### src/rtl/bcd_down_timer_if.sv
// Control/status bundle for the BCD down-timer. The master drives the requests;
// the slave (the timer) returns the count and the status pulses.
interface bcd_down_timer_if #(parameter int DIGITS = 2);
  logic                  load;
  logic [4*DIGITS-1:0]   load_val;
  logic                  start;
  logic                  abort;
  logic                  en;
  logic                  auto;
  logic [4*DIGITS-1:0]   cnt;
  logic                  busy;
  logic                  done;
  logic                  bout;
  logic                  err;

  modport master (output load, load_val, start, abort, en, auto,
                  input  cnt, busy, done, bout, err);
  modport slave  (input  load, load_val, start, abort, en, auto,
                  output cnt, busy, done, bout, err);
endinterface

### src/rtl/bcd_down_timer.sv
// Loadable multi-digit BCD down-counter with an IDLE/RUN/FIN FSM,
// optional auto-reload on terminal count, and registered status pulses.
module bcd_down_timer_digit (
  input  logic [3:0] i_d,
  input  logic       i_bin,
  output logic [3:0] o_d,
  output logic       o_bout
);
  always_comb begin
    o_d    = i_d;
    o_bout = 1'b0;
    if (i_bin) begin
      if (i_d == 4'd0) begin
        o_d    = 4'd9;
        o_bout = 1'b1;
      end else begin
        o_d = i_d - 4'd1;
      end
    end
  end
endmodule

module bcd_down_timer #(
  parameter int DIGITS = 2
) (
  input  logic             clk,
  input  logic             rstn,
  bcd_down_timer_if.slave  bus
);
  typedef enum logic [1:0] {S_IDLE, S_RUN, S_FIN} state_t;

  state_t                  r_state, w_state_nxt;
  logic [DIGITS-1:0][3:0]  r_cnt, r_rld, w_cnt_nxt, w_rld_nxt, w_load_d, w_dec;
  logic [DIGITS:0]         w_brw;
  logic                    r_busy, r_done, r_bout, r_err;
  logic                    w_load_ok, w_cnt_one, w_bout_nxt, w_err_nxt;

  assign w_load_d  = bus.load_val;
  assign w_cnt_one = (r_cnt == (4*DIGITS)'(1));
  assign w_brw[0]  = 1'b1;

  // Ripple-borrow chain, one decrement cell per digit.
  for (genvar g = 0; g < DIGITS; g++) begin : g_dig
    bcd_down_timer_digit u_dig (
      .i_d    (r_cnt[g]),
      .i_bin  (w_brw[g]),
      .o_d    (w_dec[g]),
      .o_bout (w_brw[g+1])
    );
  end

  always_comb begin
    w_load_ok = 1'b1;
    for (int i = 0; i < DIGITS; i++)
      if (w_load_d[i] > 4'd9) w_load_ok = 1'b0;
  end

  always_ff @(posedge clk or negedge rstn) begin
    if (!rstn) begin
      r_state <= S_IDLE;
      r_cnt   <= '0;
      r_rld   <= '0;
      r_busy  <= 1'b0;
      r_done  <= 1'b0;
      r_bout  <= 1'b0;
      r_err   <= 1'b0;
    end else begin
      r_state <= w_state_nxt;
      r_cnt   <= w_cnt_nxt;
      r_rld   <= w_rld_nxt;
      r_busy  <= (w_state_nxt == S_RUN);
      r_done  <= (w_state_nxt == S_FIN);
      r_bout  <= w_bout_nxt;
      r_err   <= w_err_nxt;
    end
  end

  always_comb begin
    w_state_nxt = r_state;
    w_cnt_nxt   = r_cnt;
    w_rld_nxt   = r_rld;
    w_bout_nxt  = 1'b0;
    w_err_nxt   = 1'b0;
    case (r_state)
      S_IDLE: begin
        if (bus.load) begin
          if (w_load_ok) begin
            w_cnt_nxt = w_load_d;
            w_rld_nxt = w_load_d;
          end else begin
            w_err_nxt = 1'b1;
          end
        end else if (bus.start) begin
          w_state_nxt = (r_cnt == '0) ? S_FIN : S_RUN;
        end
      end
      S_RUN: begin
        if (bus.abort) begin
          w_state_nxt = S_IDLE;
        end else if (bus.en) begin
          if (w_cnt_one) begin
            if (bus.auto) begin
              w_cnt_nxt  = r_rld;
              w_bout_nxt = 1'b1;
            end else begin
              w_cnt_nxt   = '0;
              w_state_nxt = S_FIN;
            end
          end else if (!w_brw[DIGITS]) begin
            // top borrow-out means the count is zero: hold rather than wrap
            w_cnt_nxt = w_dec;
          end
        end
      end
      S_FIN:   w_state_nxt = S_IDLE;
      default: w_state_nxt = S_IDLE;
    endcase
  end

  assign bus.cnt  = r_cnt;
  assign bus.busy = r_busy;
  assign bus.done = r_done;
  assign bus.bout = r_bout;
  assign bus.err  = r_err;
endmodule
### src/flat_wrapper.sv
// flat-port wrapper written by rule: the top's interface ports become plain ports
module bcd_down_timer_flat 
#(
  parameter int DIGITS = 2
)
  (clk, rstn, bus_load, bus_load_val, bus_start, bus_abort, bus_en, bus_auto, bus_cnt, bus_busy, bus_done, bus_bout, bus_err);
  bcd_down_timer_if #(.DIGITS(DIGITS)) bus_i ();
  input  logic clk;
  input  logic rstn;
  input wire logic [$bits(bus_i.load)-1:0] bus_load;
  input wire logic [$bits(bus_i.load_val)-1:0] bus_load_val;
  input wire logic [$bits(bus_i.start)-1:0] bus_start;
  input wire logic [$bits(bus_i.abort)-1:0] bus_abort;
  input wire logic [$bits(bus_i.en)-1:0] bus_en;
  input wire logic [$bits(bus_i.auto)-1:0] bus_auto;
  output wire logic [$bits(bus_i.cnt)-1:0] bus_cnt;
  output wire logic [$bits(bus_i.busy)-1:0] bus_busy;
  output wire logic [$bits(bus_i.done)-1:0] bus_done;
  output wire logic [$bits(bus_i.bout)-1:0] bus_bout;
  output wire logic [$bits(bus_i.err)-1:0] bus_err;
  assign bus_i.load = bus_load;
  assign bus_i.load_val = bus_load_val;
  assign bus_i.start = bus_start;
  assign bus_i.abort = bus_abort;
  assign bus_i.en = bus_en;
  assign bus_i.auto = bus_auto;
  assign bus_cnt = bus_i.cnt;
  assign bus_busy = bus_i.busy;
  assign bus_done = bus_i.done;
  assign bus_bout = bus_i.bout;
  assign bus_err = bus_i.err;
  bcd_down_timer #(.DIGITS(DIGITS)) u_core (.clk(clk), .rstn(rstn), .bus(bus_i));
endmodule
### config.mk
export PLATFORM = sky130hd
export DESIGN_NAME = bcd_down_timer_flat
export DESIGN_NICKNAME = d
export VERILOG_FILES = /design/src/rtl/bcd_down_timer_if.sv /design/src/rtl/bcd_down_timer.sv /design/src/flat_wrapper.sv
export SDC_FILE = /design/constraint.sdc
export NUM_CORES = 1
export LEC_CHECK = 0
export ABC_AREA = 1
export BUFFER_PORTS_ARGS = -buffer_cell sky130_fd_sc_hd__buf_2
export CORE_MARGIN = 2
export CORE_UTILIZATION = 40
export DETAILED_ROUTE_END_ITERATION = 12
export SYNTH_ARGS = -nofsm -noshare
export SYNTH_HDL_FRONTEND = slang
export SYNTH_HIERARCHICAL = 1
export SYNTH_SLANG_ARGS = --single-unit
### constraint.sdc
create_clock -name clk -period 4.55 [get_ports clk]
set_clock_uncertainty 0.05 [all_clocks]
set_input_delay 0.2275 -clock clk [delete_from_list [all_inputs] [get_ports clk]]
set_output_delay 0.2275 -clock clk [all_outputs]
set_load 0.01 [all_outputs]
-- Word level (Yosys, flattened, before mapping)
Index checks and enable logic that the tools add are counted.
- add/sub/neg operators: 2
- multipliers: 0
- divide/modulo/power cells: 0
- order comparisons: 2
- eq/ne operators: 10
- shift operators: 0
- mux-type cells: 32
- bitwise operators: 0
- reductions and logical operators: 8
- operators with widths (kind ; number):
    2-to-1 mux 8 bit ; 7
    one-hot mux 8 bit (2 select lines) ; 1
    2-to-1 mux 2 bit ; 7
    2-to-1 mux 1 bit ; 13
    2-to-1 mux 4 bit ; 3
    == test 8 x 1 -> 1 bit, second input constant ; 1
    greater-than comparator 4 bit, second input constant ; 2
    zero test 4 bit ; 2
    zero test 8 bit ; 1
    subtractor 4 x 1 -> 4 bit, second input constant ; 2
    AND reduction 7 bit ; 1
    != test 2 bit, second input constant ; 3
    != test 3 x 2 -> 1 bit, second input constant ; 2
    AND reduction 6 bit ; 1
    == test 2 x 1 -> 1 bit, second input constant ; 2
    one-hot mux 2 bit (2 select lines) ; 1
    AND reduction 3 bit ; 1
    == test 2 bit, second input constant ; 1
    zero test 2 bit ; 1
    != test 2 x 1 -> 1 bit, second input constant ; 1
    nonzero test 2 bit ; 1
- register bits after elaboration: 22
- latch bits: 0
- RAM bits: 0
- ROM bits: 0
- input bits: 15
- output and inout bits: 12
- word-level logic and storage cells: 63
- memories: 0

-- Logic depth before layout (Yosys ltp)
- word-level depth: 8
- depth in mapped cells: 13
- gate-level depth less buffers: 13

-- Cells and area by module
The synthesis kept the hierarchy.
- by module, submodules not included (module ; times used ; cells an instance ; area each (um2) ; sequential area each (um2)):
    bcd_down_timer ; 1 ; 179 ; 1283.7 ; 550.5
    bcd_down_timer_digit ; 2 ; 17 ; 87.6 ; 0.0

-- Worst setup path after synthesis
Ideal clock, no wire load.
- path kind: register to register
- start: register u_core.r_cnt (netlist bit u_core/bus.cnt[0])
- end: register u_core.r_cnt (netlist bit u_core/bus.cnt[0])
- library setup time: 65 ps
- data arrival time: 1480 ps
- data required time: 4435 ps
- setup slack: 2955 ps
- cell stages (with the launch flop): 12
- buffers on the path: 0
- clock period less this slack: 1595 ps
- cells stage by stage: dfrtp_1 -> inv_2 -> nand3_2 -> nor2_4 -> nand3_2 -> nor2_4 -> nand2_4 -> nand2_4 -> nand2_1 -> nand2_2 -> nand2_1 -> nand2_1
- elaborated cells between the ends (all ways): 13
- classes of those cells: 1 x add/sub; 2 x eq/ne; 8 x mux; 2 x reduce/logical
- RTL lines (element ; line ; source):
    from (decl) ; bcd_down_timer.sv:33 ; logic [DIGITS-1:0][3:0] r_cnt, r_rld, w_cnt_nxt, w_rld_nxt, w_load_d, w_dec;
    from (signal assigned) ; bcd_down_timer.sv:69 ; r_cnt <= w_cnt_nxt;
    zero test 4 bit ; bcd_down_timer.sv:13 ; if (i_d == 4'd0) begin
    2-to-1 mux 1 bit ; bcd_down_timer.sv:13 ;
    named net u_core.w_brw[1] ; bcd_down_timer.sv:34 ; logic [DIGITS:0] w_brw;
    2-to-1 mux 1 bit ; bcd_down_timer.sv:12 ; if (i_bin) begin
    named net u_core.w_brw[2] ; bcd_down_timer.sv:34 ;
    != test 3 x 2 -> 1 bit (no line) ; n/a ;
    AND reduction 6 bit (no line) ; n/a ;
The timed path passes the listed nets, and every way through them passes these cells. The select of a mux whose other input is x is not followed.
A chain may end at the register's enable or synchronous reset.

-- Worst setup path in the final report
- start: register u_core.r_cnt (netlist bit u_core/bus.cnt[4])
- end: register u_core.r_cnt (netlist bit u_core/bus.cnt[0])
- longest elaborated chain between the ends: 5
- elaborated cells between the ends (all ways): 10
- classes of those cells: 2 x eq/ne; 6 x mux; 2 x reduce/logical
- ends and longest elaborated chain (element ; line):
    == test 8 x 1 -> 1 bit or zero test 4 bit (tied branches) ; bcd_down_timer.sv:39, bcd_down_timer.sv:13
    2-to-1 mux 8 bit or 2-to-1 mux 1 bit (tied branches) ; bcd_down_timer.sv:101, bcd_down_timer.sv:13
    2-to-1 mux 8 bit or 2-to-1 mux 1 bit (tied branches) ; bcd_down_timer.sv:100, bcd_down_timer.sv:12
    2-to-1 mux 8 bit or != test 3 x 2 -> 1 bit (tied branches) ; n/a
    one-hot mux 8 bit (2 select lines) or AND reduction 6 bit (tied branches) ; n/a
Several ways; a longest one is shown, not always the timed one. The select of a mux whose other input is x is not followed.

==> run_results.csv <==
group,metric,value,unit
final_layout,n_antenna_cell,0,
pwr,ir_worst_vdd,0.000211,V
sta,tns,0,ns
logic_synthesis,synthXorXnorAreaFrac,1.20,%
sta,final-max-slew-violation-count,0,
run,maxCapViolCount,0,
final_layout,synthToLayoutAreaGrowth,16.6,%
min_path,hold_path.startpoint,"bus_en",
logic_synthesis,synth_adder_area_share,0,%
die,die_area,4150,sq um
logic_synthesis,netlist_top_cells_area,"dfrtp_1, nand2_1, inv_1, nand3b_1, o21ai_0",
worst_setup_path,path_max_fanout,12,
sta,fin_crit_sh,40.0,%
die,start_util,42.7,%
status,status,"completed",
worst_setup_path,startpoint,"u_core/bus.cnt[4]$_DFFE_PN0P_",
logic_synthesis,synthSimpleGateAreaFrac,42.3,%
clocking,ctsRootBufferMaster,"clkbuf_4",
clocking,postCtsHoldBufs,1,
global_routing,grt_pass1_vias,1196,
die,ioPinCount,27,
place,dp_hpwl,2420,microns
die,rows,21,
sta,finalSetupViolCount,0,
clocking,cts_max_path_buffers,2,
global_routing,grt_pass1_wl,5540,microns
sta,fin_crit,1.82,ns
die,die_h,64.4,microns
clocking,path_clk_slew,0.14,ns
sta,final_hold_viol_count,0,
sta,maxSlewHeadroom,65.2,%
clocking,cts_resized,0,
detailed_routing,route.vias.total,1276,
final_layout,fillCellCount,371,
final_layout,layout_commonest_cell,"nand2_1",
logic_synthesis,synth.area.mux_share,0,%
detailed_routing,wl_per_cell,10.8,microns
global_routing,antenna_found_initial,0,
sta,rsz0062_at_grt,"false",
place,port_buffers,26,
global_routing,track_usage,17.1,%
global_routing,overflow,0,
final_layout,multi_input_area,779,sq um
worst_setup_path,r2r_cells,9,
worst_setup_path,worstSetupPathType,"reg -> reg",
clocking,htreeDepth,1,
worst_setup_path,cp.arrival,2.04,ns
clocking,cts.sinks,22,
detailed_routing,viasPerCell,4.42,
pwr,p_leak,0.972,nW
logic_synthesis,seq_area_frac_synth,37.7,%
clocking,clkLatencyLatePin,0.32,ns
logic_synthesis,synth_cells,213,
sta,whs,0.101,ns
worst_setup_path,r2r_slack,2.73,ns
logic_synthesis,synth_area_per_cell,6.85,sq um
final_layout,fin_nets,259,
worst_setup_path,rr_endpoint,"u_core/bus.cnt[0]$_DFFE_PN0P_",
logic_synthesis,synth_top_family_by_area,"simple AND/OR/NAND/NOR gates",
logic_synthesis,synth_area_leader_cell,"dfrtp_1",
logic_synthesis,syn_area,1460,sq um
final_layout,layout-drive-gt1-share,22.2,%
pwr,p_per_area,549,nW/um^2
logic_synthesis,yosysTopAreaCellShare,37.7,%
die,fp.coreArea,3420,sq um
die,die_x,64.4,microns
worst_setup_path,regToRegStartpoint,"u_core/bus.cnt[4]$_DFFE_PN0P_",
min_path,hold_class,"in -> reg",
place,place_congestion,0.803,
clocking,cts_buffers,3,
logic_synthesis,synth.distinct_cells,28,
detailed_routing,routed_wl,3110,microns
clocking,post-cts-setup-buffer-count,0,
sta,worstMarginPinSlew,0.521,ns
worst_setup_path,cp-start-kind,"flip-flop",
global_routing,grt_max_degree,23,
detailed_routing,ant_nets,0,
clocking,cts_tree,"done",
worst_setup_path,critPathRequiredTime,4.77,ns
final_layout,seqCellArea,551,sq um
final_layout,final_cell_mix,"nand2_1, buf_2, inv_1",
worst_setup_path,critPathCaptureType,"flip-flop",
logic_synthesis,ys_ff_latch,22,
logic_synthesis,synth_compound_area_share,8.92,%
logic_synthesis,yosys_warnings,6,
detailed_routing,dr.pass1.iters,4,
detailed_routing,drc_errors,0,
worst_setup_path,crit_path_end,"u_core/bus.cnt[0]$_DFFE_PN0P_",
detailed_routing,drt_iter0_drc,50,
sta,max_freq,550,MHz
where the power goes:
part	leakage [nW]	internal, mW	switching, mW	total [mW]
Combinational	0.663	0.164	0.294	0.458
Clock	0.0279	0.0890	0.0660	0.155
Sequential	0.281	0.259	0.0616	0.321
through the flow:
step / cell area (sq um) / cells / setup WS, ns / utilization, % / power [mW]
6_report: 1700 / 289 / 2.73 / 49.8 / 0.934
5_1_grt: 1700 / 289 / 2.49 / 49.8 / 1.03
4_1_cts: 1700 / 289 / 2.73 / 49.8 / 0.942
3_5_place_dp: 1640 / 284 / 2.74 / 47.9 / 0.784
3_3_place_gp: 1640 / 284 / 2.74 / 47.9 / 0.782
2_1_floorplan: 1470 / 216 / 2.95 / - / 0.673
sequential cells by signal, summed over array words and instances (netlist names):
name	cells
u_core/bus.bout	1
u_core/bus.busy	1
u_core/bus.cnt	8
u_core/bus.done	1
u_core/bus.err	1
u_core/r_rld	8
u_core/r_state	2
how the worst min path moves through the flow:
stage                                       end  slack (ns)  depth (start not counted)
finish                u_core/bus.bout$_DFF_PN0_        0.10                          3
global route          u_core/bus.bout$_DFF_PN0_         0.1                          3
CTS                   u_core/bus.bout$_DFF_PN0_        0.09                          3
detailed placement  u_core/r_rld[7]$_DFFE_PN0P_        0.17                          1
global placement    u_core/r_rld[7]$_DFFE_PN0P_        0.17                          1
floorplan             u_core/bus.bout$_DFF_PN0_       -0.12                          0
worst max-delay path, stage by stage, from the launching register on:
cell and delay, ns:
dfrtp_1 0.46, inv_1 0.07, nand2_1 0.06, nor2_2 0.43
nand2_4 0.17, nand2_4 0.10, nand2_4 0.05, a21oi_4 0.22
nand2_1 0.10, nand2_1 0.07
cells in the mapped netlist, drive strengths merged:
cell and number:
nand3b 8, o21ai 11, buf 3, nor3 1, clkbuf 1, xor2 2, a31o 2, inv 32
nor2 10, nand3 4, nor4 2, nand4 3, dfrtp 22, conb 1, a21oi 6, o22ai 2
nand2 103
layer usage:
metal	GRT usage, %	wire (microns)	up-vias
met1	26.4	1670	549
met2	24.3	1330	15
met4	6.38	24	0
met3	1.76	80	2
met5	0	0	-
li1	-	-	710
final cells by class:
type / instances / area share [%]
clock buffer: 3 / 1.32
multi-input combinational: 158 / 45.8
sequential: 22 / 32.4
clock inverter: 1 / 1.77
inverter: 32 / 7.06
timing repair buffer: 27 / 8.24
tap: 46 / 3.38
logic make-up (layout without fill, tap and decap cells):
family	count (synthesis)	count (layout)
compound gates	21	21
other cells	1	4
xor+xnor	2	2
buf+inv	36	63
simple gates	131	131
flops	22	22
Note: power is estimated with default switching activity, not from simulation.
